==> src/rtl/pwm_pkg.sv <==
// Shared PWM definitions: capture FSM states and the duty scale used by the
// motor PWM generator.
package pwm_pkg;

    localparam int DUTY_W    = 7;
    localparam int PCT_SCALE = 100;

    typedef enum logic [1:0] {
        IDLE,
        HIGH,
        LOW,
        LOST
    } cap_state_t;

endpackage

==> src/rtl/pwm_duty_div.sv <==
// Restoring divider producing a DUTY_W-bit quotient, one bit per clock, MSB first.
// The caller guarantees num < 2**DUTY_W * den, so the remainder always fits CNT_W bits.
module pwm_duty_div
    import pwm_pkg::*;
#(
    parameter int CNT_W = 16
) (
    input  logic                     clk_50,
    input  logic                     rst,
    input  logic                     start,
    input  logic [CNT_W+DUTY_W-1:0]  num,
    input  logic [CNT_W-1:0]         den,
    output logic                     busy,
    output logic                     done,
    output logic [DUTY_W-1:0]        q
);

    localparam int ITER_W = $clog2(DUTY_W + 1);

    logic [CNT_W-1:0]  rem;
    logic [DUTY_W-1:0] low_bits;
    logic [CNT_W-1:0]  den_r;
    logic [ITER_W-1:0] iter;

    logic [CNT_W:0] rem_sh;
    logic [CNT_W:0] rem_diff;
    logic           ge;

    always_comb begin
        rem_sh   = {rem, low_bits[DUTY_W-1]};
        rem_diff = rem_sh - {1'b0, den_r};
        ge       = (rem_sh >= {1'b0, den_r});
    end

    always_ff @(posedge clk_50) begin
        if (rst) begin
            rem      <= '0;
            low_bits <= '0;
            den_r    <= '0;
            iter     <= '0;
            q        <= '0;
            busy     <= 1'b0;
            done     <= 1'b0;
        end else begin
            done <= 1'b0;
            if (start && !busy) begin
                // Upper bits of num seed the remainder; the low DUTY_W bits are shifted in.
                rem      <= num[CNT_W+DUTY_W-1:DUTY_W];
                low_bits <= num[DUTY_W-1:0];
                den_r    <= den;
                iter     <= ITER_W'(DUTY_W);
                q        <= '0;
                busy     <= 1'b1;
            end else if (busy) begin
                rem      <= ge ? rem_diff[CNT_W-1:0] : rem_sh[CNT_W-1:0];
                low_bits <= {low_bits[DUTY_W-2:0], 1'b0};
                q        <= {q[DUTY_W-2:0], ge};
                iter     <= iter - ITER_W'(1);
                if (iter == ITER_W'(1)) begin
                    busy <= 1'b0;
                    done <= 1'b1;
                end
            end
        end
    end

endmodule

==> src/rtl/pwm_duty_capture.sv <==
// PWM capture: measures high time and period of pwm_in and reports duty in percent.
// state | meaning
// IDLE  | after reset, waiting for the first rise (starts timing only)
// HIGH  | input high, counting the high phase
// LOW   | input low, waiting for the rise that closes the period
// LOST  | no edge within TIMEOUT; waiting for a rise to restart
module pwm_duty_capture
    import pwm_pkg::*;
#(
    parameter int CNT_W      = 16,
    parameter int TIMEOUT    = 20000,
    parameter int MIN_PERIOD = 4
) (
    input  logic              clk_50,
    input  logic              rst,
    input  logic              pwm_in,
    output logic [DUTY_W-1:0] duty_pct,
    output logic [CNT_W-1:0]  high_cnt,
    output logic [CNT_W-1:0]  period_cnt,
    output logic              duty_valid,
    output logic              signal_lost,
    output logic              overrun
);

    localparam int               NUM_W   = CNT_W + DUTY_W;
    localparam logic [CNT_W-1:0] CNT_TO  = CNT_W'(TIMEOUT);
    localparam logic [CNT_W-1:0] CNT_MIN = CNT_W'(MIN_PERIOD);

    logic s1, s2, s3;
    logic rise, fall;

    logic [CNT_W-1:0] cnt;
    logic [CNT_W-1:0] h_reg;
    logic [CNT_W-1:0] hold_h;
    logic [CNT_W-1:0] hold_p;

    cap_state_t state, state_nx;
    logic       latch_h, div_start, set_overrun, lost_entry, lost_high;

    logic [NUM_W-1:0]  div_num;
    logic              div_busy, div_done;
    logic [DUTY_W-1:0] div_q;

    always_ff @(posedge clk_50) begin
        if (rst) begin
            s1 <= 1'b0;
            s2 <= 1'b0;
            s3 <= 1'b0;
        end else begin
            s1 <= pwm_in;
            s2 <= s1;
            s3 <= s2;
        end
    end

    assign rise = s2 & ~s3;
    assign fall = ~s2 & s3;

    always_ff @(posedge clk_50) begin
        if (rst) begin
            cnt <= '0;
        end else if (rise) begin
            cnt <= CNT_W'(1);
        end else if (cnt != CNT_TO) begin
            cnt <= cnt + CNT_W'(1);
        end
    end

    always_ff @(posedge clk_50) begin
        if (rst) begin
            state <= IDLE;
        end else begin
            state <= state_nx;
        end
    end

    // Edges are tested before the timeout so a late edge always wins.
    always_comb begin
        state_nx    = state;
        latch_h     = 1'b0;
        div_start   = 1'b0;
        set_overrun = 1'b0;
        lost_entry  = 1'b0;
        lost_high   = 1'b0;
        case (state)
            IDLE: begin
                if (rise) state_nx = HIGH;
            end
            HIGH: begin
                if (fall) begin
                    latch_h  = 1'b1;
                    state_nx = LOW;
                end else if (cnt == CNT_TO) begin
                    lost_entry = 1'b1;
                    lost_high  = 1'b1;
                    state_nx   = LOST;
                end
            end
            LOW: begin
                if (rise) begin
                    state_nx = HIGH;
                    if (cnt >= CNT_MIN) begin
                        if (div_busy) set_overrun = 1'b1;
                        else          div_start   = 1'b1;
                    end
                end else if (cnt == CNT_TO) begin
                    lost_entry = 1'b1;
                    state_nx   = LOST;
                end
            end
            LOST: begin
                if (rise) state_nx = HIGH;
            end
            default: state_nx = IDLE;
        endcase
    end

    always_ff @(posedge clk_50) begin
        if (rst) begin
            h_reg  <= '0;
            hold_h <= '0;
            hold_p <= '0;
        end else begin
            if (latch_h) h_reg <= cnt;
            if (div_start) begin
                hold_h <= h_reg;
                hold_p <= cnt;
            end
        end
    end

    assign div_num = NUM_W'(h_reg) * NUM_W'(PCT_SCALE);

    pwm_duty_div #(
        .CNT_W (CNT_W)
    ) u_div (
        .clk_50 (clk_50),
        .rst    (rst),
        .start  (div_start),
        .num    (div_num),
        .den    (cnt),
        .busy   (div_busy),
        .done   (div_done),
        .q      (div_q)
    );

    // A loss report overrides a divider result landing in the same cycle.
    always_ff @(posedge clk_50) begin
        if (rst) begin
            duty_pct    <= '0;
            high_cnt    <= '0;
            period_cnt  <= '0;
            duty_valid  <= 1'b0;
            signal_lost <= 1'b0;
            overrun     <= 1'b0;
        end else begin
            duty_valid <= 1'b0;
            if (lost_entry) begin
                duty_valid  <= 1'b1;
                duty_pct    <= lost_high ? DUTY_W'(PCT_SCALE) : '0;
                high_cnt    <= '0;
                period_cnt  <= '0;
                signal_lost <= 1'b1;
            end else if (div_done) begin
                duty_valid  <= 1'b1;
                duty_pct    <= div_q;
                high_cnt    <= hold_h;
                period_cnt  <= hold_p;
                signal_lost <= 1'b0;
            end
            if (set_overrun) overrun <= 1'b1;
        end
    end

endmodule

==> config.mk <==
export PLATFORM = sky130hd
export DESIGN_NAME = pwm_duty_capture
export DESIGN_NICKNAME = d
export VERILOG_FILES = /design/src/rtl/pwm_pkg.sv /design/src/rtl/pwm_duty_div.sv /design/src/rtl/pwm_duty_capture.sv
export SDC_FILE = /design/constraint.sdc
export NUM_CORES = 1
export LEC_CHECK = 0
export BUFFER_PORTS_ARGS = -buffer_cell sky130_fd_sc_hd__buf_2
export CAP_MARGIN = 30
export CORE_MARGIN = 4
export CORE_UTILIZATION = 45
export CTS_CLUSTER_SIZE = 14
export DETAILED_ROUTE_END_ITERATION = 6
export GPL_TIMING_DRIVEN = 0
export HOLD_SLACK_MARGIN = 0.08
export PLACE_DENSITY = 0.72
export SLEW_MARGIN = 30
export SYNTH_ARGS = -nofsm -noshare
export SYNTH_HDL_FRONTEND = slang
export SYNTH_SLANG_ARGS = --single-unit
==> constraint.sdc <==
create_clock -name clk_50 -period 7.49 [get_ports clk_50]
set_input_delay 0.749 -clock clk_50 [delete_from_list [all_inputs] [get_ports clk_50]]
set_output_delay 0.749 -clock clk_50 [all_outputs]
set_load 0.03 [all_outputs]
==> results.md <==
- Total clock sinks: 160
- Max FO, Critical Path: 7
- GRT Util Overall: 20.5%
- Die area: 21400 um2
- Number of port buffers: 44
- Sequential fraction of the synthesis area: 37.2%
- Status: complete, no violations
- CP Depth: 14
- First-pass GRT wire length: 35800 um
- Clock Latency Late Sink: 0.43 ns
- Largest area contributor in the netlist: dfxtp_1
- RR Endpoint: u_div.rem[14]
- Synth Net Count: 1141
- Core Area: 18800 um2
- Final Max Slew Viols: 0
- Post-Place Setup Slack: 3.82 ns
- Final period util: 49.2%
- Nets: 1204
- Total routed wirelength: 22100 um
- Layout area overhead: 12.4%
- Slew margin rel.: 48.3%
- Share of cells above drive strength 1: 8.16%
- Top post-synthesis cells by count: 162 x nand2_1, 160 x dfxtp_1, 124 x a21oi_1
- Routed WL per cell: 16.2 um
- CTS Buf Count: 17
- Crit path cell chain: ha_1 > ha_1 > inv_1 > fa_1 > inv_1 > ha_1 > clkbuf_1 > a21oi_1 > o21ai_0 > a221o_1 > a31oi_1 > xnor2_1 > a21oi_1 > a311oi_1
- Post-DP HPWL: 16900 um
- Drc violations: 0
- Worst R2R Setup Slack: 3.80 ns
- CP top delay family: compound AO/OA/AOI/OAI gates
- Synth Cell Area: 8610 um2
- WP buf/inv: 3
- Clock tree buffer depth: 2
- I/O pin total: 45
- Skew final: 0.0130 ns
- Worst Max-Slew Pin Slew: 0.776 ns
- Root Driver: clkbuf_16
- Design area: 9680 um2
- Inserted Diodes: 0
- Antenna Nets Post-Route: 0
- Initial antenna violation count: 0
- Placed instance area: 9130 um2
- Die X: 146 um
- Post-synth EDFFs: 0
- CTS resizes: 0
- Asr flop ratio synth: 0%
- Via count: 7507
- Pre-Repair DR Iteration Count: 5
- Pwr per Cell Area: 176 nW/um2
- Critical path's most frequent cell: ha_1
- Count of yosys warnings during synthesis: 0
- Crit. End Element: flip-flop
- PnR Total Power: 1.71 mW
- Placed insts: 1329
- Pin count of the biggest net entering global routing: 17
- Setup Fix Bufs, Post-CTS: 0
- Total of max-cap violations: 0
- Hold WS: 0.443 ns
- Non-Filler Instances: 1361
- Most frequent cell after synthesis: nand2_1
- Delay of the slowest cell on the worst path: 0.49 ns
- FILL cells: 1833
- Slowest library cell on the worst path: fa_1
- Final setup violation count: 0
- Die Span Y: 146 um
- R2R Path Start: h_reg[9]
- R2R cell count: 14
- FF+latch count, synth: 160
- Final WS setup: 3.80 ns
- Vias per cell: 5.52
- TritonCTS clock tree: done
- Final core occ: 51.6%
- Critical Path AT: 4.03 ns
- Fin Setup TNS: 0 ns
- Detailed Route Iter0 Violations: 459
- Vias in the first global route: 7165
- Crit path launch: h_reg[9]
- Hold Buf Count CTS: 0
- Overflow after GRT: 0
- Post-synth top area share: 37.2%
- Synthesized instance count: 1051
- Worst-path clk slew: 0.06 ns
- RD Place Congestion: 0.928
- Worst Setup EP: u_div.rem[14]
- Num rows: 50
- CP Class: reg -> reg
- Lkg Pwr: 4.04 nW
- Final Hold Viols: 0
- Post-synthesis cell type count: 53
- Fmax: 271 MHz
- Min Clock Period, post-route: 3.69 ns
- Htree depth: 4
- Crit path launch type: flip-flop
- WP data required: 7.83 ns
- Starting Density: 45.9%
- Syn_area_per_cell: 8.19 um2
- RSZ-0062 raised after global routing: no
- Top_reg_cell synth: dfxtp_1
- Synth top area cells: dfxtp_1 37%, ha_1 11%, a21oi_1 7.2%
- HP Class: reg -> reg
- Maximum vdd drop: 0.155 mV
-- routing by layer --
metal | routed length, um | GRT usage, % | vias up
li1 | - | - | 3731
met1 | 9880 | 26.6 | 3523
met2 | 10500 | 34.2 | 205
met3 | 1050 | 3.13 | 48
met4 | 716 | 8.56 | 0
met5 | 0 | 0 | -
-- cell type report --
type                            count  area [um2]  share of cell area [%]
Clock inverter                     14         120                    1.24
Timing Repair Buffer               44         220                    2.27
Inverter                           80         300                    3.10
Multi-Input combinational cell    756        4880                    50.4
Buffer                             55         236                    2.44
Sequential cell                   160        3200                    33.1
Tap cell                          234         293                    3.02
Clock buffer                       18         429                    4.43
-- how the worst min path moves through the flow --
stage               to  slack, ns  from  cells after the start
finish              s2       0.44    s1                      1
global route        s2       0.46    s1                      1
CTS                 s2       0.44    s1                      1
detailed placement  s2       0.43    s1                      1
global placement    s2       0.42    s1                      1
floorplan           s2       0.41    s1                      1
-- logic make-up (layout without fill, tap and decap cells) --
family / after synthesis / count (layout) / synth area share, %
simple gates: 360 / 360 / 18.1
flops: 160 / 160 / 37.2
compound gates: 230 / 230 / 16.0
xor+xnor: 31 / 31 / 3.15
mux: 48 / 48 / 5.61
fa+ha+maj: 87 / 87 / 13.7
buf+inv: 135 / 211 / 6.23
-- worst reg2reg max path: cells and delay by family (launching register included) --
kind            cells  cell delay [ns]
flops               1             0.47
compound gates      6             1.37
buf+inv             3             0.28
fa+ha+maj           4             1.32
xor+xnor            1             0.15
-- layout by cell type (no fill, tap or decap), types with 4 or more instances in the layout --
master     synthesis  final
clkbuf_1          46     47
inv_6              0      4
nand2_1          162    162
nand3_1           19     19
or2_2              5      5
a211oi_1          15     15
a21oi_1          124    124
a311oi_1           7      7
a21o_1            10     10
ha_1              75     75
nor2b_1            7      7
dfxtp_1          160    160
or4_1              5      5
a221oi_1           9      9
nor3_1            19     19
nand4_1           10     10
nand2b_1          14     14
o21a_1             5      5
xor2_1            16     16
nor2_1            99     99
o22ai_1            5      5
clkbuf_16          0     17
mux2i_1           46     46
a31oi_1            5      5
o21ai_0           28     28
xnor2_1           15     15
inv_1             80     80
or3_1              8      8
fa_1              12     12
buf_2              3     47
-- report_power, final --
group	internal (mW)	switching [mW]	total, mW
Sequential	0.854	0.00347	0.857
Clock	0.434	0.374	0.809
Combinational	0.0130	0.0295	0.0425
No activity file was read; power rests on OpenSTA's default activity.
